### config.mk
export PLATFORM = sky130hd
export DESIGN_NAME = gnr_node_floyd
export DESIGN_NICKNAME = d
export VERILOG_FILES = /design/src/rtl/gnr_pkg.sv /design/src/rtl/gnr_phase_div.sv /design/src/rtl/gnr_node_floyd.sv
export SDC_FILE = /design/constraint.sdc
export NUM_CORES = 1
export LEC_CHECK = 0
export CAP_MARGIN = 20
export CORE_ASPECT_RATIO = 0.8
export CORE_MARGIN = 2
export CORE_UTILIZATION = 43
export CTS_CLUSTER_DIAMETER = 30
export DETAILED_ROUTE_END_ITERATION = 10
export GPL_ROUTABILITY_DRIVEN = 1
export GPL_TIMING_DRIVEN = 0
export PLACE_DENSITY = 0.74
export SYNTH_ARGS = -nofsm -noshare
export SYNTH_HDL_FRONTEND = slang
export SYNTH_SLANG_ARGS = --single-unit
### constraint.sdc
create_clock -name clk -period 2.2 [get_ports clk]
set_input_delay 0.44 -clock clk [delete_from_list [all_inputs] [get_ports clk]]
set_output_delay 0.44 -clock clk [all_outputs]
set_load 0.01 [all_outputs]
### src/rtl/gnr_pkg.sv
// Shared constants and elaboration helpers for the GNR node blocks.
package gnr_pkg;

    localparam logic MODE_FLOYD = 1'b0;
    localparam logic MODE_LOCK  = 1'b1;

    localparam int RATIO_MIN = 32'sd1;
    localparam int RATIO_MAX = 32'sd255;

    function automatic bit ratio_ok(input int ratio);
        return (ratio >= RATIO_MIN) && (ratio <= RATIO_MAX);
    endfunction

    // Phase register width; at least one bit so RATIO = 1 still has a legal vector.
    function automatic int clog2(input int value);
        int w;
        w = 32'sd1;
        while ((32'sd1 << w) < value) begin
            w = w + 32'sd1;
        end
        return w;
    endfunction

endpackage

### src/rtl/gnr_phase_div.sv
// Strobe divider: fires on every RATIO-th enable in Floyd mode, on every enable in lock mode.
module gnr_phase_div
    import gnr_pkg::*;
#(
    parameter int RATIO = 2
) (
    input  logic clk,
    input  logic rst,
    input  logic load,
    input  logic en,
    input  logic lock,
    output logic fire
);

    localparam int            PW      = clog2(RATIO);
    localparam logic [PW-1:0] PH_LAST = PW'(RATIO - 1);

    logic [PW-1:0] phase_q;
    logic [PW-1:0] phase_d;
    logic          at_last;

    // Next phase and fire decision; load wins over any strobe.
    always_comb begin
        phase_d = phase_q;
        at_last = (phase_q == PH_LAST);
        fire    = 1'b0;
        if (load) begin
            phase_d = PH_LAST;
        end else if (en && (lock == MODE_LOCK)) begin
            fire    = 1'b1;
        end else if (en) begin
            fire = at_last;
            if (at_last) begin
                phase_d = '0;
            end else begin
                phase_d = phase_q + PW'(1);
            end
        end else begin
            phase_d = phase_q;
        end
    end

    // Phase register; asynchronous reset leaves phase at 0 so the first strobe only steps it.
    always_ff @(posedge clk or negedge rst) begin
        if (!rst) begin
            phase_q <= '0;
        end else begin
            phase_q <= phase_d;
        end
    end

endmodule

### src/rtl/gnr_node_floyd.sv
// GNR node with slow/fast state copies for Floyd cycle detection, step counter and equality flag.
module gnr_node_floyd
    import gnr_pkg::*;
#(
    parameter int WIDTH = 1,
    parameter int RATIO = 2,
    parameter int CNT_W = 16
) (
    input  logic             clk,
    input  logic             rst,
    input  logic             reset_nos,
    input  logic             start_s0,
    input  logic             start_s1,
    input  logic             mode_lock,
    input  logic [WIDTH-1:0] init_state,
    input  logic [WIDTH-1:0] p_s0,
    input  logic [WIDTH-1:0] p_s1,
    output logic [WIDTH-1:0] s0,
    output logic [WIDTH-1:0] s1,
    output logic [WIDTH-1:0] atf_s0,
    output logic [WIDTH-1:0] atf_s1,
    output logic             eq,
    output logic             s1_chg,
    output logic [CNT_W-1:0] steps,
    output logic             steps_sat
);

    if (!ratio_ok(RATIO)) begin : g_bad_ratio
        $error("gnr_node_floyd: RATIO must be within 1..255");
    end
    if (WIDTH < 1) begin : g_bad_width
        $error("gnr_node_floyd: WIDTH must be at least 1");
    end
    if (CNT_W < 1) begin : g_bad_cnt_w
        $error("gnr_node_floyd: CNT_W must be at least 1");
    end

    localparam logic [CNT_W-1:0] STEPS_MAX = '1;

    logic [WIDTH-1:0] s0_q, s0_d;
    logic [WIDTH-1:0] s1_q, s1_d;
    logic             eq_q, eq_d;
    logic             s1_chg_q, s1_chg_d;
    logic [CNT_W-1:0] steps_q, steps_d;
    logic             steps_sat_q, steps_sat_d;
    logic             fire_s0;

    gnr_phase_div #(
        .RATIO (RATIO)
    ) u_phase (
        .clk  (clk),
        .rst  (rst),
        .load (reset_nos),
        .en   (start_s0),
        .lock (mode_lock),
        .fire (fire_s0)
    );

    // Next-state for both copies, counter and flags; eq and steps_sat follow the next values.
    always_comb begin
        s0_d     = s0_q;
        s1_d     = s1_q;
        steps_d  = steps_q;
        s1_chg_d = 1'b0;
        if (reset_nos) begin
            s0_d    = init_state;
            s1_d    = init_state;
            steps_d = '0;
        end else begin
            if (fire_s0) begin
                s0_d = p_s0;
            end else begin
                s0_d = s0_q;
            end
            if (start_s1) begin
                s1_d     = p_s1;
                s1_chg_d = (p_s1 != s1_q);
                if (steps_q != STEPS_MAX) begin
                    steps_d = steps_q + CNT_W'(1);
                end else begin
                    steps_d = steps_q;
                end
            end else begin
                s1_d = s1_q;
            end
        end
        eq_d        = (s0_d == s1_d);
        steps_sat_d = (steps_d == STEPS_MAX);
    end

    // State registers; reset leaves both copies equal, hence eq = 1.
    always_ff @(posedge clk or negedge rst) begin
        if (!rst) begin
            s0_q        <= '0;
            s1_q        <= '0;
            eq_q        <= 1'b1;
            s1_chg_q    <= 1'b0;
            steps_q     <= '0;
            steps_sat_q <= 1'b0;
        end else begin
            s0_q        <= s0_d;
            s1_q        <= s1_d;
            eq_q        <= eq_d;
            s1_chg_q    <= s1_chg_d;
            steps_q     <= steps_d;
            steps_sat_q <= steps_sat_d;
        end
    end

    assign s0        = s0_q;
    assign s1        = s1_q;
    assign atf_s0    = s0_q;
    assign atf_s1    = s1_q;
    assign eq        = eq_q;
    assign s1_chg    = s1_chg_q;
    assign steps     = steps_q;
    assign steps_sat = steps_sat_q;

endmodule

## Yosys cells after proc, flatten, opt, wreduce, memory -nomap -nowiden

Cells that the tools add are included.

| word-level totals | value |
|---|---|
| word-level logic and storage cells | 33 |
| output and inout bits | 23 |
| bits in registers | 22 |
| bits of input ports | 9 |

| operators by class | value |
|---|---|
| equal/unequal tests | 5 |
| $add $sub $neg | 2 |
| muxes and demuxes | 16 |
| reductions and logical operators | 3 |

Operators by type and width:

| operator | count |
|---|---|
| $mux W16 | 3 |
| $add A16 B1 Y16 const B | 1 |
| $eq A16 B16 Y1 const B | 1 |
| $ne A16 B16 Y1 const B | 1 |
| $mux W1 | 13 |
| $ne A2 B2 Y1 const B | 1 |
| $reduce_and A2 Y1 | 1 |
| $reduce_bool A2 Y1 | 1 |
| $add A1 B1 Y1 const B | 1 |
| $eq A1 B1 Y1 | 1 |
| $logic_and A1 B1 Y1 | 1 |
| $ne A1 B1 Y1 | 1 |

## Depth between registers and ports, before layout

| logic depth | value |
|---|---|
| depth after elaboration | 6 |
| mapped depth | 7 |
| mapped depth without buffers | 7 |

## Cells and area by module

Synthesis repeated with hierarchy kept, for this count alone.

| unflattened totals | value |
|---|---|
| cell total of the unflattened synthesis | 133 |
| area total of the unflattened synthesis | 1251.2 um2 |

Modules (own cells, without submodules):

| module | times used | area each (um2) | cells each |
|---|---|---|---|
| gnr_node_floyd | 1 | 1186.1 | 126 |
| gnr_phase_div | 1 | 65.1 | 7 |

## Worst setup path after synthesis

Ideal clock, no wire load.

| timing | value |
|---|---|
| path type | register to register |
| start | register steps_q[0] (netlist: steps[0]) |
| end | register steps_sat_q (netlist: steps_sat) |
| data required time | 2.104 ns |
| buffers on the path | 0 |
| cell stages (with the launch flop) | 8 |
| slack | -0.080 ns |
| arrival time | 2.184 ns |
| library setup time | 0.096 ns |
| period minus slack after synthesis | 2.280 ns |
| cells stage by stage | dfrtp_1 ha_1 and4_1 nand2_1 nor2_1 or4_1 or4_1 nor4_2 |

| between the ends | value |
|---|---|
| word-level cells in the longest chain between the ends | 5 |
| elaborated cells on any way between the ends | 6 |
| classes of those cells | add/sub: 1; eq/ne: 2; mux: 3 |

RTL lines:

| element | RTL line | RTL |
|---|---|---|
| from (decl) | gnr_node_floyd.sv:44 | `logic [CNT_W-1:0] steps_q, steps_d;` |
| from (signal assigned) | gnr_node_floyd.sv:105 | `steps_q <= steps_d;` |
| $add A16 B1 Y16 / $ne A16 B16 Y1 (equally long branches) | gnr_node_floyd.sv:79, gnr_node_floyd.sv:78 |  |
| $mux W16 | gnr_node_floyd.sv:78 | `if (steps_q != STEPS_MAX) begin` |
| $mux W16 (*) | gnr_node_floyd.sv:75 | `if (start_s1) begin` |
| $mux W16 (*) | gnr_node_floyd.sv:65 | `if (reset_nos) begin` |
| $eq A16 B16 Y1 (*) | gnr_node_floyd.sv:88 | `steps_sat_d = (steps_d == STEPS_MAX);` |
| named net steps_sat_d | gnr_node_floyd.sv:45 | `logic steps_sat_q, steps_sat_d;` |
| to (signal assigned) | gnr_node_floyd.sv:106 | `steps_sat_q <= steps_sat_d;` |
| to (decl) | gnr_node_floyd.sv:45 |  |

The timed path passes the listed nets; every way through them passes the cells marked *.
A chain may end at the register's enable or synchronous reset.

## Worst setup path in the final report

| timing | value |
|---|---|
| start | register steps_q[13] (netlist: steps[13]) |
| end | register steps_sat_q (netlist: steps_sat) |

The elaborated chain is that of the path after synthesis.

==> impl_metrics.toml <==
[synth]
synth_top_area_frac = 0.412
syn_nets = 141
ys_top_cells_by_area = "dfrtp_1 (41%), xor2_1 (5.5%), nor2_1 (3.8%), nand3_1 (3.5%), nand2_1 (3.5%)"
synth-xor-area-share = 0.0824
ys_types = 42
synthCells = 131
avgSynthCellArea_um2 = 9.73
synthSimpleGateAreaFrac = 0.345
synth.mux.area_fraction = 0.0314
synth_compound_area_frac = 0.0628
synthArstFlopShare = 1.00
synth_top_family_by_area = "simple AND/OR/NAND/NOR gates"
yosys.area.top_type = "dfrtp_1"
synth_enable_flop_cells = 0
yosysWarnings = 0
synthesis.area_um2 = 1270
synth_ff_type = "dfrtp_1"
synth_fa_ha_area_frac = 0.00981
ys_ff_latch = 22
yosysSeqAreaShare = 0.433

[outcome]
violations = "setup timing"
outcome = "finished with violations"

[cts]
numCtsBuffers = 3
htree_levels = 1
clock-root-buffer = "clkbuf_8"
clock_latency_ns = 0.27
cts_tree = "yes"
clk_pin_slew_ns = 0.09
clock_path_buffers = 2
clock_sinks = 22
postCtsHoldBufs = 0

[floorplanning]
start_util = 0.458
design.die.area_um2 = 3420
rows = 17
core_um2 = 2790
die-width_um = 64.9
pin_count = 32
die_y_um = 52.7

[setup_path]
worstPathArrival_ns = 2.47
worstReg2RegStart = "steps[13]"
cp-end-kind = "register"
critPathKind = "register to register"
cp_top_family = "simple AND/OR/NAND/NOR gates"
required_ns = 2.38
start_kind = "register"
cp_slowest_stage_delay_ns = 0.49
rr_endpoint = "steps_sat"
crit_fanout = 7
r2r_cells = 6
cp_num_buf_inv = 0
regToRegSetupSlack_ns = -0.09
cp_cell_sequence = "nand4_1 -> nor3_4 -> nor2_2 -> or4_1 -> or4_4 -> nor4_4"
slowest_stage = "or4_1"

[power]
leakage_nw = 0.809
ir_worst_vdd_uv = 415
power.density_nw_per_um2 = 479

[cells_and_area]
diodes = 0
regArea_um2 = 567
final_util = 0.702
postLayoutCellArea_um2 = 1960
nFillCells = 204
syn_to_final_growth_pct = 53.4
layout_commonest_cell = "clkdlybuf4s50_1"
multi_input_area_um2 = 741
final_cell_mix = "clkdlybuf4s50_1 (29), buf_4 (23), dfrtp_2 (12)"
drive_gt1_frac = 0.321
nets = 198

[global_routing]
grt_pass1_wl_um = 5370
grt.total_usage = 0.213
antenna_found_initial = 0
overflow = 0
grt_pass1_vias = 1131
grt_max_degree = 23

[placement]
placed_area_um2 = 1630
place_hpwl_um = 2220
numPortBuffers = 30
routabilityCongestion = 0.906

[sta]
worstMarginPinSlew_ns = 0.546
setup_viol = 1
drv_slew = 0
rsz0062_at_grt = "yes"
hold_viol_final = 0
fin_hold_ws_ns = 0.366
fin_skew_ns = 0.00777
fin_crit_ns = 2.29
fmax_ghz = 0.437
maxSlewHeadroom = 0.636
layout_setup_ws_ns = -0.0887
period_share = 1.04

[detailed_routing]
via_per_inst = 5.57
via_count = 1253
drtPass1Iterations = 4
ant_nets = 0
finalWirelength_um = 3730
drtIter0Drc = 70
drc = 0
wire_per_inst_um = 16.6

[worst_hold_path]
min_path_type = "input port to async pin"

[run]
cap_viol_max_count = 0
-- through the flow --
| stage | power, mW | TNS [ns] | std cells | setup WS, ns |
|---|---|---|---|---|
| after floorplan | 0.487 | 0 | 131 | 0.00343 |
| after global placement | 0.545 | -0.603 | 199 | -0.603 |
| after detailed placement | 0.548 | -0.594 | 199 | -0.594 |
| after CTS | 0.933 | 0 | 212 | 0.00721 |
| after global routing | 0.971 | -0.159 | 225 | -0.159 |
| final | 0.937 | -0.0887 | 225 | -0.0887 |
-- power breakdown --
part | leakage, nW | switching [mW] | internal [mW]
sequential | 0.273 | 0.00988 | 0.418
combinational | 0.501 | 0.0580 | 0.0693
clock | 0.0357 | 0.138 | 0.243
total | 0.809 | 0.206 | 0.731
-- Yosys cell counts, types with 2 or more instances --
cell / count
and3_1: 4
a21oi_1: 5
and4_1: 2
nor3_1: 2
buf_4: 2
xnor2_1: 4
nand4_1: 7
nand3_1: 9
dfrtp_1: 21
mux2i_1: 4
o21ai_0: 3
and2_1: 2
nor3b_1: 2
buf_6: 2
nand3_2: 2
xor2_1: 8
nor2_1: 13
nand2_1: 12
or4_1: 2
nor2b_1: 3
-- worst reg2reg max path, delay by kind of cell, from the launching register on --
kind	cells	cell delay [ns]
and+or+nand+nor	6	1.75
DFF	1	0.44
-- kinds of logic after synthesis --
family,count (synthesis)
adders and majority gates,1
AOI/OAI and AO/OA,13
DFF,22
and+or+nand+nor,73
muxes,4
xor gates and xnor gates,12
buffers and inverters,6
-- metal layers --
metal | global-route usage | vias to the layer above | wire [µm]
met5 | 0 | - | 0
li1 | - | 589 | -
met3 | 0.0538 | 11 | 252
met1 | 0.280 | 596 | 1640
met4 | 0.0922 | 0 | 76
met2 | 0.335 | 57 | 1760
-- worst max path at each step --
stage                          from   endpoint  slack [ns]  depth (start not counted)
final                     steps[13]  steps_sat       -0.09                          6
after floorplan            steps[0]  steps_sat       0.003                          7
after global routing      steps[13]  steps_sat       -0.16                          6
after CTS                  steps[0]  steps_sat       0.007                          8
after global placement     start_s1  steps_sat       -0.60                          7
after detailed placement   start_s1  steps_sat       -0.59                          7
-- registers in the layout, summed over array words and instances, names as in the netlist --
name,count
s1_chg,1
steps_sat,1
steps,16
atf_s1,1
atf_s0,1
u_phase.at_last,1
eq,1
-- what timing repair did --
item,in CTS,in global routing
gates cloned,0,0
gates resized for setup,11,13
pin swaps,4,5
setup buffers,9,12
setup endpoints to repair,1,1
-- layout make-up --
type                       count  share of cell area
tap                           38              0.0243
timing repair buffer          52               0.248
clock buffer                   3              0.0211
multi-input combinational    103               0.379
inverter                       1             0.00192
sequential                    22               0.290
clock inverter                 1              0.0154
buffer                         5              0.0211
Note: power is estimated with default switching activity, not from simulation.
